[src/rtl/decoder_proj_pkg.sv]
`default_nettype none
// +-----------------------------------------------------------------------+
// | Module  : decoder_proj_pkg                                            |
// | Brief   : Shared constants, glyph table and types for the 7-seg decoder|
// | Revision: 1.0                                                         |
// +-----------------------------------------------------------------------+
package decoder_proj_pkg;

   localparam int ERR_CNT_W   = 8;
   localparam int SYNC_STAGES = 2;
   localparam int SEG_W       = 7;
   localparam int DIGIT_W     = 4;
   localparam int NUM_GLYPHS  = 16;

   localparam logic [ERR_CNT_W-1:0] ERR_CNT_MAX = '1;

   // Active-high segment patterns {a,b,c,d,e,f,g}; entry i decodes to hex digit i.
   localparam logic [NUM_GLYPHS-1:0][SEG_W-1:0] GLYPH_TABLE = {
      7'h47, 7'h4F, 7'h3D, 7'h4E, 7'h1F, 7'h77, 7'h7B, 7'h7F,
      7'h70, 7'h5F, 7'h5B, 7'h33, 7'h79, 7'h6D, 7'h30, 7'h7E
   };

   typedef enum logic [1:0] {
      CLS_BLANK = 2'd0,
      CLS_LEGAL = 2'd1,
      CLS_ERR   = 2'd2
   } seg_class_e;

endpackage
`default_nettype wire

[src/rtl/seg7_lookup.sv]
`default_nettype none
// +-----------------------------------------------------------------------+
// | Module  : seg7_lookup                                                 |
// | Brief   : Combinational active-high 7-segment glyph to hex lookup     |
// | Revision: 1.0                                                         |
// +-----------------------------------------------------------------------+
module seg7_lookup
   import decoder_proj_pkg::*;
(
   input  logic [SEG_W-1:0]   i_p,
   output logic [DIGIT_W-1:0] o_digit,
   output logic               o_legal,
   output logic               o_blank
);

   always_comb begin
      o_digit = '0;
      o_legal = 1'b0;
      for (int i = 0; i < NUM_GLYPHS; i++) begin
         if (i_p == GLYPH_TABLE[i]) begin
            o_digit = DIGIT_W'(i);
            o_legal = 1'b1;
         end
      end
      o_blank = (i_p == '0);
   end

endmodule
`default_nettype wire

[src/rtl/decoder_proj_formal.sv]
`default_nettype none
// +-----------------------------------------------------------------------+
// | Module  : decoder_proj_formal                                         |
// | Brief   : Synchronized 7-segment pattern decoder with error counter   |
// | Revision: 1.0                                                         |
// +-----------------------------------------------------------------------+
module decoder_proj_formal
   import decoder_proj_pkg::*;
#(
   parameter bit ACTIVE_LOW = 1'b1
)(
   input  logic                 clk,
   input  logic                 rst_n,
   input  logic [SEG_W-1:0]     io_in,
   output logic [DIGIT_W-1:0]   digit,
   output logic                 valid,
   output logic                 blank,
   output logic                 err,
   output logic                 chg,
   output logic [ERR_CNT_W-1:0] err_cnt
);

   logic [SEG_W-1:0]     r_sync [SYNC_STAGES];
   logic [SYNC_STAGES-1:0] r_fill;
   logic [DIGIT_W-1:0]   r_digit;
   logic                 r_valid;
   logic                 r_blank;
   logic                 r_err;
   logic                 r_chg;
   logic                 r_first;
   logic [ERR_CNT_W-1:0] r_err_cnt;

   logic [SEG_W-1:0]     w_p;
   logic [DIGIT_W-1:0]   w_digit;
   logic                 w_legal;
   logic                 w_blank;
   seg_class_e           w_class;

   // r_fill marks when the synchronizer holds post-reset samples, so the
   // reset value of the flops is never decoded as a glyph.
   always_ff @(posedge clk or negedge rst_n) begin
      if (!rst_n) begin
         for (int s = 0; s < SYNC_STAGES; s++) r_sync[s] <= '0;
         r_fill <= '0;
      end else begin
         r_sync[0] <= io_in;
         for (int s = 1; s < SYNC_STAGES; s++) r_sync[s] <= r_sync[s-1];
         r_fill <= {r_fill[SYNC_STAGES-2:0], 1'b1};
      end
   end

   assign w_p = ACTIVE_LOW ? ~r_sync[SYNC_STAGES-1] : r_sync[SYNC_STAGES-1];

   seg7_lookup u_lookup (
      .i_p     (w_p),
      .o_digit (w_digit),
      .o_legal (w_legal),
      .o_blank (w_blank)
   );

   always_comb begin
      w_class = CLS_ERR;
      if (w_legal)      w_class = CLS_LEGAL;
      else if (w_blank) w_class = CLS_BLANK;
   end

   always_ff @(posedge clk or negedge rst_n) begin
      if (!rst_n) begin
         r_digit   <= '0;
         r_valid   <= 1'b0;
         r_blank   <= 1'b0;
         r_err     <= 1'b0;
         r_chg     <= 1'b0;
         r_first   <= 1'b0;
         r_err_cnt <= '0;
      end else begin
         r_chg <= 1'b0;
         if (r_fill[SYNC_STAGES-1]) begin
            r_valid <= (w_class == CLS_LEGAL);
            r_blank <= (w_class == CLS_BLANK);
            r_err   <= (w_class == CLS_ERR);
            if (w_class == CLS_LEGAL) begin
               r_digit <= w_digit;
               r_first <= 1'b1;
               r_chg   <= !r_first || (w_digit != r_digit);
            end
            if ((w_class == CLS_ERR) && (r_err_cnt != ERR_CNT_MAX))
               r_err_cnt <= r_err_cnt + 1'b1;
         end
      end
   end

   assign digit   = r_digit;
   assign valid   = r_valid;
   assign blank   = r_blank;
   assign err     = r_err;
   assign chg     = r_chg;
   assign err_cnt = r_err_cnt;

`ifdef FORMAL
   logic [1:0] r_f_age;

   always_ff @(posedge clk or negedge rst_n) begin
      if (!rst_n)               r_f_age <= 2'd0;
      else if (r_f_age != 2'd3) r_f_age <= r_f_age + 2'd1;
   end

   a_onehot_class: assert property (@(posedge clk) disable iff (!rst_n)
      (r_f_age == 2'd3) |-> $onehot({valid, blank, err}));

   for (genvar gi = 0; gi < NUM_GLYPHS; gi++) begin : g_cover_digit
      c_digit: cover property (@(posedge clk) valid && (digit == DIGIT_W'(gi)));
   end

   c_blank:   cover property (@(posedge clk) blank);
   c_err:     cover property (@(posedge clk) err);
   c_err_sat: cover property (@(posedge clk) err_cnt == ERR_CNT_MAX);
`endif

endmodule
`default_nettype wire

[config.mk]
export PLATFORM = sky130hd
export DESIGN_NAME = decoder_proj_formal
export DESIGN_NICKNAME = d
export VERILOG_FILES = /design/src/rtl/decoder_proj_pkg.sv /design/src/rtl/seg7_lookup.sv /design/src/rtl/decoder_proj_formal.sv
export SDC_FILE = /design/constraint.sdc
export NUM_CORES = 1
export LEC_CHECK = 0
export ABC_AREA = 1
export BUFFER_PORTS_ARGS = -buffer_cell sky130_fd_sc_hd__buf_4
export CELL_PAD_IN_SITES_DETAIL_PLACEMENT = 0
export CELL_PAD_IN_SITES_GLOBAL_PLACEMENT = 1
export CORE_AREA = 5 5 69 71
export CTS_CLUSTER_SIZE = 30
export DETAILED_ROUTE_END_ITERATION = 10
export DIE_AREA = 0 0 74 76
export PLACE_DENSITY_LB_ADDON = 0.1
export SLEW_MARGIN = 20
export SYNTH_ARGS = -nofsm -noshare
export SYNTH_HDL_FRONTEND = slang
export SYNTH_SLANG_ARGS = --single-unit
[constraint.sdc]
create_clock -name clk -period 2 [get_ports clk]
set_input_delay 0.2 -clock clk [delete_from_list [all_inputs] [get_ports clk]]
set_output_delay 0.2 -clock clk [all_outputs]
set_load 0.02 [all_outputs]
# Word-level counts from Yosys, hierarchy flattened
# Cells that the tools add are included.
# word_totals
in_bits	9
regBits	33
wordCells	74
# op_classes
bitwise_logic	1
addsub	1
reduce_logical	7
mux	35
eq_ne	20
# ops
cell	count
7-bit == test, second input constant	12
4-bit 2-to-1 mux	8
7-bit by 6-bit == test with 1-bit output, second input constant	3
1-bit 2-to-1 mux	19
3-bit 2-to-1 mux	4
8-bit by 1-bit adder with 8-bit output, second input constant	1
2-bit 2-to-1 mux	4
8-bit inequality test, second input constant	1
7-bit by 5-bit == test with 1-bit output, second input constant	1
7-bit logical NOT	1
7-bit inverter	1
4-bit inequality test	1
2-bit AND reduction	2
2-bit by 1-bit == test with 1-bit output, second input constant	1
2-bit == test, second input constant	1
2-bit logical NOT	1
1-bit logical AND	1
1-bit logical NOT	1
1-bit logical OR	1

# Logic depth before layout (Yosys ltp)
# Gate-level depths: netlist of run 1.
# logic_depth
ltp_word	22
ltp_mapped	13
ltp_nobuf	13

# Hierarchy
# A second synthesis of run 1 with hierarchy kept.
# unflattened
hier_cells	206
hier_area_um2	1617.8
# by_module_without_submodules
mod	n_inst	cells_each	area_per_inst_um2	seq_area_each_um2
decoder_proj_formal	1	138	1306.3	825.8
seg7_lookup	1	68	311.5	0.0

# Worst setup path before layout of run 1
# OpenSTA, ideal clock, no wires.
# synth_path
path_kind	flip-flop to flip-flop
from	register r_err_cnt[1] (netlist: err_cnt[1])
to	register r_err_cnt[2] (netlist: err_cnt[2])
setup_time_ps	67
synth_period_minus_slack_ps	1710
slack_ps	290
required_ps	1933
path_buffers	0
arrival_time_ps	1643
path_stages_with_launch	8
path_cell_list	dfrtp_1 ha_1 nand2_1 nor3b_1 nand3_1 nand2_4 nand2_1 nand2_1
# synth_via
elab_chain_len	3
# synth_rtl
item	line_no	rtl
start, declared	decoder_proj_formal.sv:31	logic [ERR_CNT_W-1:0] r_err_cnt;
start signal, assigned	decoder_proj_formal.sv:88	r_err_cnt <= r_err_cnt + 1'b1;
branches (longest 3 deep; another with 8-bit by 1-bit adder with 8-bit output)	-	
# Several ways; the timed one is not identified.
# A chain may end at the register's enable or synchronous reset.

# Worst setup path in the final report of run 1
# layout_path
from	register r_sync[5] (netlist bit)
to	register r_err_cnt[7] (netlist: err_cnt[7])
# layout_via
elab_chain_len	22
# layout_rtl
item	line_no	rtl
start, declared	decoder_proj_formal.sv:23	logic [SEG_W-1:0] r_sync [SYNC_STAGES];
7-bit inverter *	decoder_proj_formal.sv:52	assign w_p = ACTIVE_LOW ? ~r_sync[SYNC_STAGES-1] : r_sync[SYNC_STAGES-1];
7-bit == test	seg7_lookup.sv:20	if (i_p == GLYPH_TABLE[i]) begin
1-bit 2-to-1 mux (16 in a row)	seg7_lookup.sv:20	
2-bit 2-to-1 mux *	decoder_proj_formal.sv:63	if (w_legal) w_class = CLS_LEGAL;
2-bit == test *	decoder_proj_formal.sv:87	if ((w_class == CLS_ERR) && (r_err_cnt != ERR_CNT_MAX))
1-bit logical AND *	decoder_proj_formal.sv:87	
2-bit AND reduction (no source line) *	-	
# Mark *: on every way between the ends. The rest lies on a longest branch, timed or not.

==> results of run 1 <==
sequential cells by signal, summed over array words and instances, names as in the netlist:
name,count
r_fill,2
blank,1
err_cnt,8
r_sync,14
r_first,1
err,1
chg,1
valid,1
digit,4
logic make-up after synthesis:
| group | synth area share (%) |
|---|---|
| XOR/XNOR | 3.32 |
| flip-flops | 52.2 |
| adder cells (fa/ha/maj) | 0.791 |
| AND/OR/NAND/NOR | 36.6 |
| AO/OA/AOI/OAI | 2.06 |
| other | 0.237 |
| buffers and inverters | 4.75 |
through the flow:
| stage | worst slack, ns | instance area, um2 | std cells | total power, W | utilization, % |
|---|---|---|---|---|---|
| after floorplan | 0.290 | 1580 | 193 | 0.00106 | - |
| after global placement | 0.179 | 1830 | 269 | 0.00122 | 43.8 |
| after detailed placement | 0.0982 | 1830 | 269 | 0.00123 | 43.8 |
| after CTS | 0.0821 | 1950 | 278 | 0.00188 | 46.8 |
| after global routing | 0.0225 | 2030 | 286 | 0.00198 | 48.7 |
| final | 0.167 | 2030 | 286 | 0.00187 | 48.7 |
layout by cell type (no fill, tap or decap), types with 2 or more instances in the layout:
cell and count:
buf_4 26, clkbuf_8 5, dfrtp_1 33, dlygate4sd3_1 7
inv_1 14, inv_2 6, nand2_1 68, nand2_2 4
nand3_1 17, nand4_1 2, nor2_1 20, nor2_4 3
nor3_1 4, o21ai_0 4, xor2_1 6
power breakdown:
group,switching (W),leakage [nW],total (W),internal [W]
Combinational,0.000232,0.621,0.000408,0.000175
Sequential,0.0000818,0.408,0.000824,0.000742
Clock,0.000264,0.0543,0.000637,0.000373
critical path, cell delays in order, from the launching register on:
cell	delay (ns)
dfrtp_1	0.41
nand2_1	0.10
nor2_1	0.07
nand3_1	0.15
inv_2	0.07
nor2_4	0.15
nand4_2	0.16
nor3_4	0.31
buf_4	0.20
nand3_1	0.07
nand2_1	0.08
worst max path at each step:
| stage | startpoint | end | slack, ns | cells after the start |
|---|---|---|---|---|
| 6_report | r_sync[5] | err_cnt[7] | 0.17 | 10 |
| 5_1_grt | r_sync[5] | err_cnt[6] | 0.02 | 10 |
| 4_1_cts | r_sync[5] | err_cnt[1] | 0.08 | 10 |
| 3_5_place_dp | r_sync[5] | err_cnt[1] | 0.1 | 10 |
| 3_3_place_gp | r_sync[5] | err_cnt[1] | 0.18 | 10 |
| 2_1_floorplan | err_cnt[1] | err_cnt[2] | 0.29 | 7 |
per-layer routing:
metal	global-route usage (%)	vias to the layer above
met3	4.22	5
li1	-	678
met1	15.7	605
met4	5.62	0
met5	0	-
met2	20.7	29
layout make-up:
type / instances / area, um2 / share of cell area, %
multi-input combinational: 140 / 686 / 33.7
timing repair buffer: 33 / 265 / 13.1
clock inverter: 3 / 46.3 / 2.28
sequential: 33 / 826 / 40.6
clock buffer: 5 / 68.8 / 3.39
tap: 52 / 65.1 / 3.20
inverter: 20 / 75.1 / 3.69
what timing repair did:
action	4_1_cts	5_1_grt
buffers inserted	0	2
hold buffers	1	6
endpoints found under the hold margin	33	6
endpoints found under the setup margin	0	8
resized for setup	0	1
==> flow_summary.ini, run 1 <==
[timing]
period_needed_ns = 1.83
finalSetupTns_ns = 0
final_hold_viol_count = 0
fmax_mhz = 545
drv_slew = 0
hold_slack_ns = 0.0178
finalSetupViolations = 0
skew_ns = 0.00380
fin_crit_sh_pct = 91.7
rsz0062_at_grt = false

[flow_run]
maxCapViolCount = 0

[yosys]
syn_area_mm2 = 0.00158
syn_nets = 203
yosysMostFrequentCell = nand2_1
ys_top_cells_by_area = dfrtp_1 52%, nand2_1 16%, nand3_1 5.7%
synth_flop_cell = dfrtp_1
async_flop_share_pct = 100
netlist.area_leader.share_pct = 52.2
yosysTopAreaCell = dfrtp_1
synth.ff_latch_count = 33
syn_area_per_cell_um2 = 8.19
netlist_instances = 193
synth-edff-count = 0
synthTopCellsByCount = 68 x nand2_1, 33 x dfrtp_1, 20 x nor2_1, 18 x nand3_1, 14 x inv_1
yosysSeqAreaShare_pct = 52.2
ys_types = 23
yosysWarnings = 0

[worst_hold_path]
min_path_type = input port to flip-flop
holdPathStages = 1
whs_endpoint = r_sync[10]
min_from = io_in[3]

[final_layout]
final_nets = 243
syn2layout_area_growth_pct = 28.5
insertedDiodeCount = 0
drive_gt1_share_pct = 22.6
n_fill_cell = 392

[floorplan]
die_w_um = 74
die_y_um = 76
io_pins = 25
die-area_mm2 = 0.00562
core_mm2 = 0.00417
rows = 24
floorplan.initialDensity_pct = 37.9

[run_status]
status = finished, final reports clean

[setup_path]
regToRegSetupSlack_ns = 0.17
start_kind = flip-flop
rr_startpoint = r_sync[5]
endpoint_kind = flip-flop
cp_data_required_time_ns = 2.22
worstPathMaxFanout = 6
arrival_ns = 2.06
reg2regPathDepth = 10
crit_type = flip-flop to flip-flop
rr_endpoint = err_cnt[7]

[placement]
hpwlAfterDp_mm = 2.46
gp_congestion = 0.881
numPortBuffers = 24

[detailed_routing]
firstDrtPassIters = 4
drt-initial-drc-count = 53
viasPerCell = 4.60
wl_met2_mm = 1.59
m1WireLength_mm = 1.56
wl_mm = 3.35
top_layer = met4
routed-wl-met3_um = 145
drc = 0
routed-via-count = 1317
wl_per_cell_um = 11.7
ant_nets = 0

[clock_network]
clock-root-buffer = clkbuf_8
cts_tree = done
clk_latency_ns = 0.28
numCtsBuffers = 5
path_clk_slew_ns = 0.07
htreeDepth = 2
clock_sinks = 33
clk_path_buf_depth = 2

[global_route]
grt_pass1_vias = 1304
antenna_found_initial = 0
grt_pass1_wl_mm = 5.64
grtUsageTotal_pct = 13.0
grt_max_degree = 34
grt_overflow_total = 0

[power]
cellPowerDensity_mw_per_mm2 = 920
power_leakage_nw = 1.08
ir_drop_v = 0.000569
Power figures use the tool's default switching activity.
==> run 2: changes to the inputs <==
--- a/config.mk
+++ b/config.mk
@@ -13,7 +13,7 @@
 export CTS_CLUSTER_SIZE = 30
 export DETAILED_ROUTE_END_ITERATION = 10
 export DIE_AREA = 0 0 74 76
-export PLACE_DENSITY_LB_ADDON = 0.1
+export PLACE_DENSITY_LB_ADDON = 0.3
 export SLEW_MARGIN = 20
 export SYNTH_ARGS = -nofsm -noshare
 export SYNTH_HDL_FRONTEND = slang
==> run 2 against run 1 <==
Non-clock buffer count did not move; core utilization fell by 0.75 points; first-iteration DRC count fell by 19%; largest power group unchanged; highest routed layer unchanged.
==> flow_summary.ini, run 2 (synthesis gave the netlist of run 1 again) <==
[clock_network]
cts_tree = done
clk_path_buf_depth = 2
htreeDepth = 2
clk_latency_ns = 0.29
numCtsBuffers = 5
clock_sinks = 33
path_clk_slew_ns = 0.08
clock-root-buffer = clkbuf_8

[detailed_routing]
viasPerCell = 4.57
routed-via-count = 1308
drc = 0
wl_mm = 3.11
wl_per_cell_um = 10.9
ant_nets = 0
firstDrtPassIters = 4
drt-initial-drc-count = 43

[setup_path]
regToRegSetupSlack_ns = 0.15
reg2regPathDepth = 10
rr_endpoint = err_cnt[2]
cp_data_required_time_ns = 2.23
endpoint = err_cnt[2]
worstPathMaxFanout = 6
start_kind = flip-flop
crit_type = flip-flop to flip-flop
endpoint_kind = flip-flop
crit_start = r_sync[5]
rr_startpoint = r_sync[5]
arrival_ns = 2.07

[final_layout]
n_fill_cell = 405
layout_commonest_cell = nand2_1
largest_register_ffs = 14
insertedDiodeCount = 0
drive_gt1_share_pct = 22.6
fin_area_mm2 = 0.00200
syn2layout_area_growth_pct = 26.5
final_nets = 243
top_register = r_sync
layout_common_cells = 68 x nand2_1, 33 x dfrtp_1, 27 x buf_4, 20 x nor2_1, 18 x nand3_1

[timing]
finalSetupTns_ns = 0
skew_ns = 0.00847
fmax_mhz = 542
period_needed_ns = 1.85
rsz0062_at_grt = false
fin_crit_sh_pct = 92.3
finalSetupViolations = 0
final_hold_viol_count = 0
drv_slew = 0
setup_ws_ns = 0.155

[placement]
dp_slack_ns = 0.118
numPortBuffers = 24
placed_cell_area_mm2 = 0.00183
hpwlAfterDp_mm = 2.23
gp_congestion = 0.803

[global_route]
grt_pass1_wl_mm = 5.32
grtUsageTotal_pct = 12.2
grt_pass1_vias = 1238
grt_max_degree = 34
grt_overflow_total = 0
antenna_found_initial = 0

[power]
p_sw_w = 0.000568
power_leakage_nw = 1.07
power_frac_comb_pct = 23.1
switching_share_pct = 32.9
cellPowerDensity_mw_per_mm2 = 864
p_seq_share_pct = 47.4
p_clk_share_pct = 29.5
ir_drop_v = 0.000467
internal_power_w = 0.00116
report.power.total_w = 0.00173

[floorplan]
die_w_um = 74
floorplan.initialDensity_pct = 37.9
die_y_um = 76
rows = 24
die-area_mm2 = 0.00562
core_mm2 = 0.00417
io_pins = 25

[worst_hold_path]
min_from = io_in[6]
min_path_type = input port to flip-flop

[flow_run]
maxCapViolCount = 0

[run_status]
status = finished, final reports clean
run 2: worst min path at each step:
| stage | to | cells past startpoint |
|---|---|---|
| 2_1_floorplan | blank | 0 |
| 3_3_place_gp | digit[1] | 1 |
| 3_5_place_dp | digit[1] | 1 |
| 4_1_cts | r_sync[7] | 1 |
| 5_1_grt | r_sync[13] | 1 |
| 6_report | r_sync[13] | 1 |
run 2: layer usage:
layer	share of wire [%]	global-route usage, %
met5	0	0
met4	1.2	4.35
met3	6.3	4.35
met2	48	19.3
met1	44	15.0
run 2: power by group through the flow:
| stage | logic, W | clock network (W) | registers (W) |
|---|---|---|---|
| global route | 0.000452 | 0.000559 | 0.000833 |
| detailed placement | 0.000390 | 0 | 0.000831 |
| CTS | 0.000394 | 0.000533 | 0.000819 |
| global placement | 0.000392 | 0 | 0.000832 |
| floorplan | 0.000172 | 0 | 0.000889 |
| finish | 0.000399 | 0.000510 | 0.000819 |
run 2: what timing repair did:
action | in CTS | in global routing
hold endpoints to repair | 33 | 5
hold buffers | 1 | 5
gates resized for setup | 0 | 0
buffers inserted | 0 | 2
setup endpoints to repair | 0 | 8
run 2: metrics by stage:
stage               util (%)  hold slack [ns]  std cells
floorplan                  -          -0.0956        193
global placement        43.9            0.169        270
detailed placement      43.9            0.173        270
CTS                     46.4          0.00712        279
global route            47.9          0.00170        286
finish                  47.9           0.0180        286
run 2: worst max-delay path: stages (launching register included):
cell     delay, ns
dfrtp_1       0.42
nand2_1       0.10
nor2_1        0.07
nand3_1       0.14
inv_2         0.07
nor2_4        0.15
nand4_2       0.16
nor3_4        0.30
buf_4         0.20
nand3_1       0.07
nand2_1       0.09
run 2: final cells by class:
cell class,instances,area [um2],share of cell area (%)
flip-flops and latches,33,826,41.3
multi-input cells,140,681,34.0
repair buffers,33,263,13.1
inverters,20,75.1,3.75
clock buffers,5,68.8,3.44
well taps,52,65.1,3.25
clock inverters,3,22.5,1.13
